<file path="src/rtl/gate_op_scheduler.sv">
// gate_op_scheduler
//   Shares one 2-input logic unit (AND/OR/XOR/NAND) between NUM_REQ
//   requesters. Round-robin arbitration in IDLE, then a fixed
//   GRANT -> EXEC -> RESP sequence returns a tagged result.
//
// Ports:
//   clk, rst_n    clock, asynchronous active-low reset
//   ena           tile enable; low freezes all state and masks pulses
//   req           level request per requester
//   req_data      requester i at [4i+3:4i] = {op[1:0], b, a}
//   gnt           one-hot grant pulse (GRANT state)
//   result        logic-unit result, held until the next RESP
//   result_valid  one-cycle pulse in RESP
//   result_id     index of the requester owning result
//   busy          high whenever the FSM is not in IDLE
//   stat_count    completed-operation count (saturating at 255)
//
// Optional feature: define GATE_OP_STATS_EN to build the stat_count
// counter; otherwise stat_count is tied to zero and no flops exist.

module gate_op_scheduler #(
  parameter int NUM_REQ = 4,
  parameter int ID_W    = 2
) (
  input  logic                 clk,
  input  logic                 rst_n,
  input  logic                 ena,
  input  logic [NUM_REQ-1:0]   req,
  input  logic [4*NUM_REQ-1:0] req_data,
  output logic [NUM_REQ-1:0]   gnt,
  output logic                 result,
  output logic                 result_valid,
  output logic [ID_W-1:0]      result_id,
  output logic                 busy,
  output logic [7:0]           stat_count
);

  typedef enum logic [1:0] {
    IDLE  = 2'd0,
    GRANT = 2'd1,
    EXEC  = 2'd2,
    RESP  = 2'd3
  } state_t;

  state_t               state_q;
  logic [ID_W-1:0]      rr_ptr_q;
  logic [ID_W-1:0]      winner_q;
  logic [NUM_REQ-1:0]   gnt_q;
  logic                 a_q;
  logic                 b_q;
  logic [1:0]           op_q;
  logic                 result_q;
  logic                 valid_q;
  logic [ID_W-1:0]      result_id_q;
  logic                 busy_q;

  logic [ID_W-1:0]      pick_d;
  logic [NUM_REQ-1:0]   onehot_d;
  logic [3:0]           data_d;
  logic                 alu_d;
  logic [ID_W-1:0]      rr_next_d;

  // Round-robin pick: lowest set bit at or above rr_ptr wins; if none,
  // the search wraps and the lowest set bit overall wins.
  logic                 hi_found;
  logic                 lo_found;
  logic [ID_W-1:0]      hi_idx;
  logic [ID_W-1:0]      lo_idx;

  always_comb begin
    hi_found = 1'b0;
    lo_found = 1'b0;
    hi_idx   = '0;
    lo_idx   = '0;
    for (int unsigned j = 0; j < NUM_REQ; j++) begin
      if (req[j] && !lo_found) begin
        lo_found = 1'b1;
        lo_idx   = ID_W'(j);
      end
      if (req[j] && !hi_found && (ID_W'(j) >= rr_ptr_q)) begin
        hi_found = 1'b1;
        hi_idx   = ID_W'(j);
      end
    end
    pick_d = hi_found ? hi_idx : lo_idx;
  end

  always_comb begin
    onehot_d = '0;
    data_d   = '0;
    for (int unsigned j = 0; j < NUM_REQ; j++) begin
      if (ID_W'(j) == pick_d) begin
        onehot_d[j] = 1'b1;
        data_d      = req_data[4*j +: 4];
      end
    end
  end

  always_comb begin
    alu_d = 1'b0;
    case (op_q)
      2'b00:   alu_d = a_q & b_q;
      2'b01:   alu_d = a_q | b_q;
      2'b10:   alu_d = a_q ^ b_q;
      default: alu_d = ~(a_q & b_q);
    endcase
  end

  assign rr_next_d = (winner_q == ID_W'(NUM_REQ - 1)) ? '0 : winner_q + ID_W'(1);

  always_ff @(posedge clk or negedge rst_n) begin
    if (!rst_n) begin
      state_q     <= IDLE;
      rr_ptr_q    <= '0;
      winner_q    <= '0;
      gnt_q       <= '0;
      a_q         <= 1'b0;
      b_q         <= 1'b0;
      op_q        <= '0;
      result_q    <= 1'b0;
      valid_q     <= 1'b0;
      result_id_q <= '0;
      busy_q      <= 1'b0;
    end else if (ena) begin
      case (state_q)
        IDLE: begin
          if (|req) begin
            winner_q <= pick_d;
            gnt_q    <= onehot_d;
            a_q      <= data_d[0];
            b_q      <= data_d[1];
            op_q     <= data_d[3:2];
            busy_q   <= 1'b1;
            state_q  <= GRANT;
          end
        end
        GRANT: begin
          gnt_q   <= '0;
          state_q <= EXEC;
        end
        EXEC: begin
          result_q    <= alu_d;
          result_id_q <= winner_q;
          valid_q     <= 1'b1;
          rr_ptr_q    <= rr_next_d;
          state_q     <= RESP;
        end
        RESP: begin
          valid_q <= 1'b0;
          busy_q  <= 1'b0;
          state_q <= IDLE;
        end
        default: state_q <= IDLE;
      endcase
    end
  end

  // Pulses are held in their registers while ena is low and only masked
  // at the port, so the owed pulse appears once ena returns.
  assign gnt          = ena ? gnt_q : '0;
  assign result_valid = ena & valid_q;
  assign result       = result_q;
  assign result_id    = result_id_q;
  assign busy         = busy_q;

`ifdef GATE_OP_STATS_EN
  logic [7:0] stat_q;

  always_ff @(posedge clk or negedge rst_n) begin
    if (!rst_n) begin
      stat_q <= '0;
    end else if (ena && (state_q == RESP) && (stat_q != 8'hFF)) begin
      stat_q <= stat_q + 8'd1;
    end
  end

  assign stat_count = stat_q;
`else
  assign stat_count = '0;
`endif

endmodule

</file>
<file path="config.mk">
export PLATFORM = sky130hd
export DESIGN_NAME = gate_op_scheduler
export DESIGN_NICKNAME = d
export VERILOG_FILES = /design/src/rtl/gate_op_scheduler.sv
export SDC_FILE = /design/constraint.sdc
export NUM_CORES = 1
export LEC_CHECK = 0
export ABC_AREA = 1
export ABC_CLOCK_PERIOD_IN_PS = 2400
export CAP_MARGIN = 25
export CORE_MARGIN = 5
export CORE_UTILIZATION = 25
export DETAILED_ROUTE_END_ITERATION = 16
export PLACE_DENSITY_LB_ADDON = 0.08
export SYNTH_ARGS = -nofsm -noshare
export SYNTH_HDL_FRONTEND = slang
export SYNTH_SLANG_ARGS = --single-unit
export TNS_END_PERCENT = 10
</file>
<file path="constraint.sdc">
create_clock -name clk -period 2.4 [get_ports clk]
set_input_delay 0.48 -clock clk [delete_from_list [all_inputs] [get_ports clk]]
set_output_delay 0.48 -clock clk [all_outputs]
set_load 0.005 [all_outputs]
</file>
==> impl_metrics.env, run 1 <==
export IMPL_drv_cap=0
export IMPL_drt_total_wl_um=3230
export IMPL_max_stage_delay_ns=0.64
export IMPL_grt_pass1_wl_um=5390
export IMPL_required_ns=1.92
export IMPL_fp_dieH_um=81.7
export IMPL_ys_warn_count=0
export IMPL_place_congestion=0.803
export IMPL_cts_clk_slew_worst_paths_ns=0.09
export IMPL_rr_startpoint="state_q[0]"
export IMPL_antenna_found_initial=0
export IMPL_synth_seq_area_share=0.370
export IMPL_cp_start_kind="primary input"
export IMPL_path_max_fanout=8
export IMPL_io_pin_count=40
export IMPL_initial_utilization=0.255
export IMPL_cts_root_buf="clkbuf_8"
export IMPL_cts_tree="done"
export IMPL_hp_class="flip-flop to flip-flop"
export IMPL_rsz0062_at_grt="no"
export IMPL_hold_ws_ns=0.492
export IMPL_layout_commonest_cell="nand2_1"
export IMPL_crit_path_frequent_cell="clkdlybuf4s50_1"
export IMPL_numClockSinks=19
export IMPL_holdBufCountCts=0
export IMPL_wl_per_cell_um=11.9
export IMPL_cts_buffers=3
export IMPL_critPathSlowestCell="clkdlybuf4s50_1"
export IMPL_num_rows=26
export IMPL_multi_input_area_um2=622
export IMPL_cts_setup_buffers=0
export IMPL_max_freq_mhz=445
export IMPL_skew_ns=0.00849
export IMPL_dieArea_um2=6680
export IMPL_vdd_drop_max_uv=326
export IMPL_final_util=0.337
export IMPL_grt_max_degree=20
export IMPL_drtIter0Drc=40
export IMPL_final_design_area_no_fill_um2=1700
export IMPL_fin_setup_tns_ns=0
export IMPL_hold_violations=0
export IMPL_grt_pass1_vias=1162
export IMPL_netlist_area_um2=1290
export IMPL_reg2reg_depth=8
export IMPL_area_growth_pct=32.3
export IMPL_synth_cell_types=25
export IMPL_ys_ff_latch=19
export IMPL_fp_dieW_um=81.7
export IMPL_cts_resized=0
export IMPL_status="complete, no violations"
export IMPL_h_tree_depth=1
export IMPL_vias=1113
export IMPL_nNetsFinal=233
export IMPL_reg2reg_slack_ns=0.83
export IMPL_portBuffers=31
export IMPL_n_antenna_cell=0
export IMPL_r2r_end="gnt_q[0]"
export IMPL_drc=0
export IMPL_cp_end_kind="output pin"
export IMPL_overflow=0
export IMPL_syn_avg_cell_area_um2=7.70
export IMPL_slew_violations=0
export IMPL_arrival_ns=1.77
export IMPL_worstPathCellList="clkdlybuf4s50_1 -> nand2_1 -> inv_1 -> clkdlybuf4s50_1"
export IMPL_period_needed_ns=2.25
export IMPL_leakagePower_nw=0.855
export IMPL_drive_above_1_share=0.109
export IMPL_finalNonFillerCells=271
export IMPL_drt_pass1_iter_count=4
export IMPL_ant_nets=0
export IMPL_worstHoldStart="result"
export IMPL_min_path_cells=2
export IMPL_grt_util_all_layers=0.103
export IMPL_synth_cells=167
export IMPL_via_per_inst=4.11
export IMPL_layout_area_seq_um2=475
export IMPL_critical_path_class="primary input to output pin"
export IMPL_nFillCells=562
export IMPL_final_cell_mix="36 x nand2_1, 34 x inv_1, 31 x clkdlybuf4s50_1"
export IMPL_fin_crit_sh=0.936
export IMPL_clock_path_buffers=2
export IMPL_power_density_nw_per_um2=977
export IMPL_post_place_cells=267
export IMPL_dpl_cell_area_um2=1660
export IMPL_insertion_delay_ns=0.26
export IMPL_core_area_um2=5040
export IMPL_hpwlAfterDp_um=2620
export IMPL_min_to="result"
export IMPL_finalSetupViolCount=0
[cell usage after synthesis (all sizes together)]
cell type   n  area (µm²)
o22ai       3        18.8
conb        1        3.75
nand2      42         183
inv        37         141
nor2        9        51.3
o32ai       4        35.0
ha          8         100
clkinv      1        3.75
buf        10        70.1
o211ai      2        20.0
nand3      12        85.1
o21ai       9        45.0
dfrtp      19         475
a21oi      10        53.8
[cells by family after synthesis]
| logic type | share of synthesized area |
|---|---|
| AO/OA/AOI/OAI | 0.134 |
| adder cells (fa/ha/maj) | 0.0778 |
| AND/OR/NAND/NOR | 0.248 |
| other | 0.00292 |
| flip-flops | 0.370 |
| buffers and inverters | 0.167 |
[registers in the layout, indices dropped and copies added (netlist names)]
| register | cells |
|---|---|
| gnt_q | 4 |
| op_q | 2 |
| result_id | 2 |
| rr_ptr_q | 2 |
| state_q | 2 |
| winner_q | 2 |
| a_q | 1 |
| b_q | 1 |
| busy | 1 |
| result | 1 |
| valid_q | 1 |
[worst max path at each step]
| stage | start | to | slack [ns] | depth (start not counted) |
|---|---|---|---|---|
| finish | ena | gnt[3] | 0.15 | 4 |
| global placement | ena | result_valid | 0.12 | 4 |
| detailed placement | ena | gnt[3] | 0.12 | 4 |
| global route | ena | gnt[1] | 0.02 | 4 |
| CTS | ena | result_valid | 0.12 | 4 |
| floorplan | req[0] | op_q[1] | 1.08 | 12 |
[area by class of cell]
class,instances,area share
multi-input combinational,107,0.365
sequential,19,0.279
clock buffer,3,0.0243
clock inverter,1,0.00294
timing repair buffer,33,0.191
inverter,38,0.0853
tap,70,0.0515
[per-stage QoR]
stage / setup WS, ns / power, mW
floorplan: 1.08 / 1.13
global placement: 0.125 / 1.42
detailed placement: 0.120 / 1.44
CTS: 0.118 / 1.69
global route: 0.0208 / 1.83
finish: 0.154 / 1.66
[layer usage]
metal	wire length, µm	GRT usage
met1	1470	0.133
met2	1600	0.170
met3	125	0.0241
met4	33	0.0299
met5	0	0
[power by group]
group | internal [mW] | switching [mW] | leakage (nW) | total [mW]
clock | 0.116 | 0.124 | 0.0255 | 0.240
sequential | 0.472 | 0.0976 | 0.236 | 0.570
combinational | 0.370 | 0.483 | 0.593 | 0.853
total | 0.957 | 0.705 | 0.855 | 1.66
[critical path, delay by kind of cell]
kind | cells | cell delay (ns)
buf+inv | 3 | 1.19
simple gates | 1 | 0.10
(Power assumes the default switching activity.)
==> inputs of run 2 (changes only) <==
--- a/config.mk
+++ b/config.mk
@@ -10,6 +10,7 @@
 export CAP_MARGIN = 25
 export CORE_MARGIN = 5
 export CORE_UTILIZATION = 25
+export CTS_CLUSTER_SIZE = 16
 export DETAILED_ROUTE_END_ITERATION = 16
 export PLACE_DENSITY_LB_ADDON = 0.08
 export SYNTH_ARGS = -nofsm -noshare
==> results of run 2 <==
Final layout, timing and power as in run 1 (identical DEF).
